===== src/rtl/varint_field_collector_if.sv =====
// Handshake bundle between the varint output stage, the field collector and
// the record consumer. The collector uses the slave view; whoever drives the
// varints and takes the records uses the master view.
interface varint_field_collector_if #(
  parameter int DATA_WIDTH  = 64,
  parameter int INDEX_WIDTH = 4,
  parameter int NUM_FIELDS  = 8
);

  logic                             varint_data_valid;
  logic [DATA_WIDTH-1:0]            varint_data;
  logic [INDEX_WIDTH-1:0]           varint_index;
  logic                             varint_data_accepted;
  logic                             msg_end;
  logic                             record_valid;
  logic                             record_ready;
  logic [NUM_FIELDS*DATA_WIDTH-1:0] record_data;
  logic [NUM_FIELDS-1:0]            record_present;
  logic                             index_error;
  logic [15:0]                      record_count;

  modport master (
    output varint_data_valid,
    output varint_data,
    output varint_index,
    output msg_end,
    output record_ready,
    input  varint_data_accepted,
    input  record_valid,
    input  record_data,
    input  record_present,
    input  index_error,
    input  record_count
  );

  modport slave (
    input  varint_data_valid,
    input  varint_data,
    input  varint_index,
    input  msg_end,
    input  record_ready,
    output varint_data_accepted,
    output record_valid,
    output record_data,
    output record_present,
    output index_error,
    output record_count
  );

endinterface


===== src/rtl/varint_field_collector.sv =====
// Varint field collector: takes decoded varints tagged with a field index,
// files each one into a per-field register bank, and on end-of-message hands
// the assembled record (values plus presence mask) to the next stage.
// Every output comes straight from a flop, so no input reaches an output
// combinationally.
module varint_field_collector #(
  parameter int DATA_WIDTH  = 64,
  parameter int INDEX_WIDTH = 4,
  parameter int NUM_FIELDS  = 8
) (
  input  logic                    clk,
  input  logic                    reset,
  varint_field_collector_if.slave bus
);

  typedef enum logic [2:0] {
    COLLECT = 3'b001,
    ACK     = 3'b010,
    EMIT    = 3'b100
  } state_t;

  state_t                           state;
  logic [DATA_WIDTH-1:0]            held_data;
  logic [INDEX_WIDTH-1:0]           held_index;
  logic                             held_in_range;
  logic                             msg_end_pending;
  logic [NUM_FIELDS*DATA_WIDTH-1:0] field_bank;
  logic [NUM_FIELDS-1:0]            present_bits;
  logic [15:0]                      record_count_q;
  logic                             accepted_q;
  logic                             record_valid_q;
  logic                             index_error_q;
  logic                             index_in_range;

  // Range check of the offered index, evaluated when the value is captured so
  // that ACK only has to look at a single held flag.
  assign index_in_range = ({{(32-INDEX_WIDTH){1'b0}}, bus.varint_index} < NUM_FIELDS);

  // Collector FSM: capture in COLLECT, commit and acknowledge in ACK, hold the
  // record in EMIT until downstream takes it. A msg_end that cannot be served
  // right away is remembered in a single pending flag.
  always_ff @(posedge clk or posedge reset) begin
    if (reset) begin
      state           <= COLLECT;
      held_data       <= '0;
      held_index      <= '0;
      held_in_range   <= 1'b0;
      msg_end_pending <= 1'b0;
      field_bank      <= '0;
      present_bits    <= '0;
      record_count_q  <= '0;
      accepted_q      <= 1'b0;
      record_valid_q  <= 1'b0;
      index_error_q   <= 1'b0;
    end else begin
      accepted_q    <= 1'b0;
      index_error_q <= 1'b0;
      unique case (state)
        COLLECT: begin
          if (bus.varint_data_valid) begin
            state         <= ACK;
            held_data     <= bus.varint_data;
            held_index    <= bus.varint_index;
            held_in_range <= index_in_range;
            accepted_q    <= 1'b1;
            index_error_q <= ~index_in_range;
            if (bus.msg_end) begin
              msg_end_pending <= 1'b1;
            end
          end else if (bus.msg_end || msg_end_pending) begin
            state           <= EMIT;
            msg_end_pending <= 1'b0;
            record_valid_q  <= 1'b1;
          end
        end
        ACK: begin
          if (held_in_range) begin
            for (int i = 0; i < NUM_FIELDS; i++) begin
              if (held_index == INDEX_WIDTH'(i)) begin
                field_bank[i*DATA_WIDTH +: DATA_WIDTH] <= held_data;
                present_bits[i]                        <= 1'b1;
              end
            end
          end
          if (bus.msg_end) begin
            msg_end_pending <= 1'b1;
          end
          state <= COLLECT;
        end
        EMIT: begin
          if (bus.msg_end) begin
            msg_end_pending <= 1'b1;
          end
          if (bus.record_ready) begin
            field_bank     <= '0;
            present_bits   <= '0;
            record_count_q <= record_count_q + 16'd1;
            record_valid_q <= 1'b0;
            state          <= COLLECT;
          end
        end
        default: begin
          state          <= COLLECT;
          record_valid_q <= 1'b0;
        end
      endcase
    end
  end

  assign bus.varint_data_accepted = accepted_q;
  assign bus.record_valid         = record_valid_q;
  assign bus.record_data          = field_bank;
  assign bus.record_present       = present_bits;
  assign bus.index_error          = index_error_q;
  assign bus.record_count         = record_count_q;

endmodule


===== src/flat_wrapper.sv =====
// flat-port wrapper written by rule: the top's interface ports become plain ports
module varint_field_collector_flat 
#(
  parameter int DATA_WIDTH  = 64,
  parameter int INDEX_WIDTH = 4,
  parameter int NUM_FIELDS  = 8
)
  (clk, reset, bus_varint_data_valid, bus_varint_data, bus_varint_index, bus_msg_end, bus_record_ready, bus_varint_data_accepted, bus_record_valid, bus_record_data, bus_record_present, bus_index_error, bus_record_count);
  varint_field_collector_if #(.DATA_WIDTH(DATA_WIDTH), .INDEX_WIDTH(INDEX_WIDTH), .NUM_FIELDS(NUM_FIELDS)) bus_i ();
  input  logic clk;
  input  logic reset;
  input wire logic [$bits(bus_i.varint_data_valid)-1:0] bus_varint_data_valid;
  input wire logic [$bits(bus_i.varint_data)-1:0] bus_varint_data;
  input wire logic [$bits(bus_i.varint_index)-1:0] bus_varint_index;
  input wire logic [$bits(bus_i.msg_end)-1:0] bus_msg_end;
  input wire logic [$bits(bus_i.record_ready)-1:0] bus_record_ready;
  output wire logic [$bits(bus_i.varint_data_accepted)-1:0] bus_varint_data_accepted;
  output wire logic [$bits(bus_i.record_valid)-1:0] bus_record_valid;
  output wire logic [$bits(bus_i.record_data)-1:0] bus_record_data;
  output wire logic [$bits(bus_i.record_present)-1:0] bus_record_present;
  output wire logic [$bits(bus_i.index_error)-1:0] bus_index_error;
  output wire logic [$bits(bus_i.record_count)-1:0] bus_record_count;
  assign bus_i.varint_data_valid = bus_varint_data_valid;
  assign bus_i.varint_data = bus_varint_data;
  assign bus_i.varint_index = bus_varint_index;
  assign bus_i.msg_end = bus_msg_end;
  assign bus_i.record_ready = bus_record_ready;
  assign bus_varint_data_accepted = bus_i.varint_data_accepted;
  assign bus_record_valid = bus_i.record_valid;
  assign bus_record_data = bus_i.record_data;
  assign bus_record_present = bus_i.record_present;
  assign bus_index_error = bus_i.index_error;
  assign bus_record_count = bus_i.record_count;
  varint_field_collector #(.DATA_WIDTH(DATA_WIDTH), .INDEX_WIDTH(INDEX_WIDTH), .NUM_FIELDS(NUM_FIELDS)) u_core (.clk(clk), .reset(reset), .bus(bus_i));
endmodule

===== config.mk =====
export PLATFORM = sky130hd
export DESIGN_NAME = varint_field_collector_flat
export DESIGN_NICKNAME = d
export VERILOG_FILES = /design/src/rtl/varint_field_collector_if.sv /design/src/rtl/varint_field_collector.sv /design/src/flat_wrapper.sv
export SDC_FILE = /design/constraint.sdc
export NUM_CORES = 1
export LEC_CHECK = 0
export BUFFER_PORTS_ARGS = -buffer_cell sky130_fd_sc_hd__buf_2
export CAP_MARGIN = 20
export CORE_AREA = 2 2 235 237
export DETAILED_ROUTE_END_ITERATION = 16
export DIE_AREA = 0 0 237 239
export HOLD_SLACK_MARGIN = 0.05
export PLACE_DENSITY_LB_ADDON = 0.12
export SLEW_MARGIN = 20
export SYNTH_ARGS = -nofsm -noshare
export SYNTH_HDL_FRONTEND = slang
export SYNTH_SLANG_ARGS = --single-unit

===== constraint.sdc =====
create_clock -name clk -period 29.6 [get_ports clk]
set_input_delay 2.96 -clock clk [delete_from_list [all_inputs] [get_ports clk]]
set_output_delay 2.96 -clock clk [all_outputs]
set_load 0.02 [all_outputs]

==> results of run 1 <==
==> per-stage QoR <==
| step | area [um^2] | power, mW | hold WS [ns] | setup slack, ns | utilization, % |
|---|---|---|---|---|---|
| after floorplan | 22670 | 2.311 | 0.4805 | 9.507 | - |
| after global placement | 26060 | 2.890 | 0.4578 | 23.20 | 47.95 |
| after detailed placement | 26080 | 2.931 | 0.4652 | 23.14 | 47.99 |
| after CTS | 28050 | 3.702 | 0.4787 | 23.79 | 51.62 |
| after global routing | 28070 | 3.895 | 0.4926 | 23.36 | 51.65 |
| final | 28070 | 3.670 | 0.4719 | 23.91 | 51.65 |
==> cells by family after synthesis <==
group	share of synthesized area, %
AO/OA/AOI/OAI	11.96
XOR/XNOR	0.6181
adder cells (fa/ha/maj)	0.05518
buffers and inverters	3.869
flip-flops	67.56
multiplexers	3.422
AND/OR/NAND/NOR	12.52
==> registers in the layout, summed over array words and instances (netlist names) <==
name and count:
u_core.held_data 64, u_core.bus.varint_data_accepted 1, u_core.bus.record_present 8, u_core.bus.record_data 512, u_core.bus.record_valid 1, u_core.bus.index_error 1
u_core.held_index 4, u_core.state 3, u_core.held_in_range 1, u_core.bus.record_count 16, u_core.msg_end_pending 1
==> critical path, cell delays in order <==
cell and delay (ns):
buf_2 0.13, inv_8 0.53, buf_4 0.79, buf_4 0.83, buf_4 0.84
==> how the worst min path moves through the flow <==
| stage | endpoint | slack, ns | cells past startpoint |
|---|---|---|---|
| after global placement | u_core.bus.record_data[298] | 0.46 | 2 |
| after global routing | u_core.bus.record_data[306] | 0.49 | 2 |
| final | u_core.bus.record_data[344] | 0.47 | 2 |
| after floorplan | u_core.held_data[0] | 0.48 | 1 |
| after CTS | u_core.bus.record_data[53] | 0.48 | 2 |
| after detailed placement | u_core.bus.record_data[368] | 0.47 | 2 |
==> metal layers <==
layer / part of all wire (%) / up-vias / GRT usage, %
met5: 0.055 / - / 0
met4: 3.9 / 6 / 10.45
met3: 7.2 / 136 / 6.905
met2: 47 / 555 / 39.11
met1: 42 / 8688 / 33.21
li1: - / 8065 / -
==> cell usage after synthesis, drive strengths merged, types with 2 or more instances <==
cell    count  area [um^2]
dfrtp     611        15290
o21ai     514         2572
nand2     331         1242
nand3     260         1306
buf        87        546.8
clkbuf     71        281.5
mux2       68        765.7
inv        13        48.79
nor2       11        48.80
a21oi      10        50.05
xnor2       9        78.83
nand4       7        43.79
xor2        7        61.31
and3        5        31.28
o221ai      4        60.06
and2        2        12.51
and3b       2        17.52
and4        2        17.52
nand4b      2        17.52
nor3        2        10.01
nor3b       2        26.28
nor4b       2        17.52
==> power breakdown <==
group / total [mW] / switching [mW] / internal [mW]
Combinational: 1.48 / 1.04 / 0.438
Clock: 0.765 / 0.323 / 0.442
Sequential: 1.43 / 0.212 / 1.22
==> final cells by class <==
cell class,instances,area share [%]
Sequential cell,612,54.57
Clock buffer,88,6.370
Clock inverter,22,0.6731
Timing Repair Buffer,638,11.72
Antenna cell,5,0.04458
Tap cell,704,3.138
Inverter,13,0.2006
Multi-Input combinational cell,1251,23.29
==> impl_metrics.py, run 1 <==
metrics = {
    "min_path": {
        "min_from": "u_core.bus.record_data[344]",
        "hold_path.class": "register to register",
    },
    "finish": {
        "drive_gt1_share_pct": 31.17,
        "nets": 2651,
        "mostFrequentLayoutCells": "buf_2 (611), dfrtp_1 (611), o21ai_0 (464)",
        "ff_latch_area_mm2": 0.01532,
        "fin_cells": 3333,
        "synthToLayoutAreaGrowth_pct": 23.80,
        "multiInputGateArea_mm2": 0.006536,
        "n_fill_cell": 4982,
    },
    "worst_setup_path": {
        "r2r_cells": 6,
        "crit_path_start": "reset",
        "start_kind": "input port",
        "rrSetupSlack_ns": 26.51,
        "crit_end": "u_core.bus.record_data[274]",
        "r2r_start": "u_core.state[0]",
        "critPathKind": "input port to asynchronous set/reset pin",
        "worst_setup_path_end_kind": "asynchronous set/reset pin",
        "crit_required_ns": 30.21,
        "worst_ep_arrival_time_ns": 6.30,
        "timing.rr.end": "u_core.bus.record_data[136]",
        "cp_max_fo": 117,
    },
    "routing": {
        "vias": 17450,
        "ant_nets": 0,
        "viasPerCell": 5.236,
        "wire_per_inst_um": 21.70,
        "drt-total-wl_um": 72320,
        "drc_errors": 0,
        "drtIter0Drc": 1258,
        "drt-pass1-iter-count": 5,
    },
    "floorplan": {
        "ios": 612,
        "die_w_um": 237,
        "dieArea_mm2": 0.05664,
        "initial_utilization_pct": 41.72,
        "rows": 86,
        "die_h_um": 239,
        "core_area_mm2": 0.05434,
    },
    "timing": {
        "rsz0062_at_grt": "no",
        "setup_viol": 0,
        "tightest_slew_ns": 1.060,
        "post-route-min-period_ns": 5.690,
        "finalMaxSlewViolations": 0,
        "fin_tns_setup_ns": 0,
        "finalCritPeriodShare_pct": 19.22,
        "max_freq_ghz": 0.1758,
        "fin_skew_ns": 0.01298,
        "hold_violations": 0,
        "slew_headroom_pct": 29.32,
    },
    "synthesis": {
        "yosysUniqueCellTypes": 43,
        "ys_ff_latch": 612,
        "synth-edff-count": 0,
        "syn_area_per_cell_um2": 11.15,
        "synth-async-reset-ratio_pct": 100.0,
        "syn_nets": 2108,
        "seq_area_frac_synth_pct": 67.56,
        "syn_area_mm2": 0.02267,
        "synthFlopType": "dfrtp_1",
        "synthCells": 2034,
        "yosysWarnings": 0,
    },
    "clock_network": {
        "cts_tree": "done",
        "clk_transition_reported_paths_ns": 0.06,
        "cts_root_buf": "clkbuf_16",
        "clkLatencyLatePin_ns": 0.61,
        "cts.htree.levels": 2,
        "clock_sinks": 612,
        "post-cts-setup-buffers": 0,
        "cts_buffer_depth": 3,
        "numCtsBuffers": 61,
        "cts_resized": 0,
        "holdBufCountCts": 0,
    },
    "global_route": {
        "grt_pass1_vias": 16730,
        "grtUsageTotal_pct": 25.09,
        "overflow": 0,
        "grt_max_degree": 170,
        "grt_pass1_wl_um": 108100,
        "antenna_found_initial": 8,
    },
    "job": {
        "drv_cap": 0,
    },
    "power": {
        "ir_drop_mv": 0.07441,
        "power_density_mw_per_mm2": 130.8,
        "p_leak_nw": 14.44,
    },
    "placement": {
        "dp_hpwl_um": 48570,
        "portBuffers": 611,
        "gp_congestion": 0.8195,
        "dp.cells": 3218,
    },
    "outcome": {
        "run_status": "finished, final reports clean",
    },
}
No activity file was read; power rests on OpenSTA's default activity.
==> run 2, diff against run 1 <==
Clock period 29.6 ns to 5.15 ns, I/O delays scaled along.
==> run 2 against run 1 <==
Effect of this change: core utilization is 0.32 points higher; clock power grew to 6.0 times the previous value; combinational power grew to 5.8 times the previous value.
==> impl_metrics.py, run 2 (synthesis gave the netlist of run 1 again) <==
metrics = {
    "timing": {
        "slew_headroom_pct": 36.77,
        "tightest_slew_ns": 0.9484,
        "setup_viol": 0,
        "finalCritPeriodShare_pct": 52.37,
        "final.setup.worst_slack_ns": 2.453,
        "rsz0062_at_grt": "no",
        "fin_skew_ns": 0.02308,
        "finalMaxSlewViolations": 0,
        "post-route-min-period_ns": 2.697,
        "hold_violations": 0,
        "max_freq_ghz": 0.3708,
        "hold_ws_ns": 0.07548,
    },
    "clock_network": {
        "numCtsBuffers": 67,
        "cts_buffer_depth": 3,
        "clk_transition_reported_paths_ns": 0.06,
        "clkLatencyLatePin_ns": 0.59,
        "clock_sinks": 612,
        "cts_tree": "done",
        "cts_resized": 0,
        "cts.htree.levels": 3,
        "holdBufCountCts": 0,
        "cts_root_buf": "clkbuf_16",
        "post-cts-setup-buffers": 0,
    },
    "worst_setup_path": {
        "cp_max_fo": 45,
        "worst_setup_path_end_kind": "register",
        "crit_path_start": "u_core.state[0]",
        "crit_required_ns": 5.60,
        "r2r_start": "u_core.state[0]",
        "critPathKind": "register to register",
        "r2r_cells": 5,
        "worst_ep_arrival_time_ns": 3.15,
        "start_kind": "register",
        "rrSetupSlack_ns": 2.45,
        "crit_end": "u_core.held_data[37]",
        "timing.rr.end": "u_core.held_data[37]",
    },
    "routing": {
        "ant_nets": 0,
        "viasPerCell": 5.198,
        "wire_per_inst_um": 21.67,
        "vias": 17380,
        "drt-pass1-iter-count": 7,
        "drc_errors": 0,
        "drt-total-wl_um": 72430,
        "drtIter0Drc": 1273,
    },
    "finish": {
        "design_area_mm2": 0.02824,
        "largest_register_ffs": 512,
        "drive_gt1_share_pct": 30.82,
        "mostFrequentLayoutCells": "buf_2 (611), dfrtp_1 (611), o21ai_0 (464)",
        "nets": 2662,
        "synthToLayoutAreaGrowth_pct": 24.56,
    },
    "global_route": {
        "grt_pass1_wl_um": 109300,
        "antenna_found_initial": 8,
        "grtUsageTotal_pct": 25.39,
        "grt_max_degree": 168,
        "overflow": 0,
        "grt_pass1_vias": 16980,
    },
    "outcome": {
        "run_status": "finished, final reports clean",
    },
    "floorplan": {
        "rows": 86,
        "die_w_um": 237,
        "core_area_mm2": 0.05434,
        "ios": 612,
        "die_h_um": 239,
        "dieArea_mm2": 0.05664,
        "initial_utilization_pct": 41.72,
    },
    "power": {
        "ir_drop_mv": 0.4274,
        "p_leak_nw": 14.48,
        "power_density_mw_per_mm2": 754.0,
        "total_power_mw": 21.29,
    },
    "placement": {
        "dp_slack_ns": 2.429,
        "placed_area_mm2": 0.02613,
        "portBuffers": 611,
        "gp_congestion": 0.8515,
        "dp_hpwl_um": 49260,
    },
    "job": {
        "drv_cap": 0,
    },
    "min_path": {
        "hold_path.class": "input port to asynchronous set/reset pin",
    },
}
run 2: worst min-delay path by stage:
stage	end
3_3_place_gp	u_core.bus.record_count[15]
2_1_floorplan	u_core.held_data[0]
5_1_grt	u_core.held_data[21]
4_1_cts	u_core.bus.record_data[471]
6_report	u_core.bus.record_data[471]
3_5_place_dp	u_core.bus.record_count[15]
run 2: metrics by stage:
| stage | setup TNS, ns | util (%) | std cells |
|---|---|---|---|
| floorplan | -2271.39 | - | 2034 |
| global placement | 0 | 48.09 | 3223 |
| detailed placement | 0 | 48.09 | 3223 |
| CTS | 0 | 51.95 | 3339 |
| global route | 0 | 51.97 | 3343 |
| finish | 0 | 51.97 | 3343 |
run 2: routing by layer:
metal / GRT usage (%) / vias to the layer above / wire (um)
li1: - / 8095 / -
met1: 33.06 / 8576 / 30180
met2: 40.17 / 563 / 34320
met3: 7.067 / 134 / 5197
met4: 10.63 / 8 / 2675
met5: 0 / - / 58
run 2: where the power goes:
part / internal [mW] / switching, mW
Clock: 2.73 / 1.88
Combinational: 2.52 / 5.99
Sequential: 6.99 / 1.19
run 2: worst max-delay path, cell delays in order, from the launching register on:
cell and delay (ns):
dfstp_2 0.61, inv_2 0.16, nor2_4 0.20, and3_4 0.67, buf_4 0.50, mux2_2 0.39
run 2: layout make-up:
cell class / count / area, um^2
Tap cell: 704 / 880.8
Inverter: 13 / 52.55
Clock inverter: 3 / 21.27
Timing Repair Buffer: 643 / 3348
Sequential cell: 612 / 15320
Fill cell: 4960 / 26100
Clock buffer: 113 / 2074
Antenna cell: 4 / 10.01
Multi-Input combinational cell: 1251 / 6536
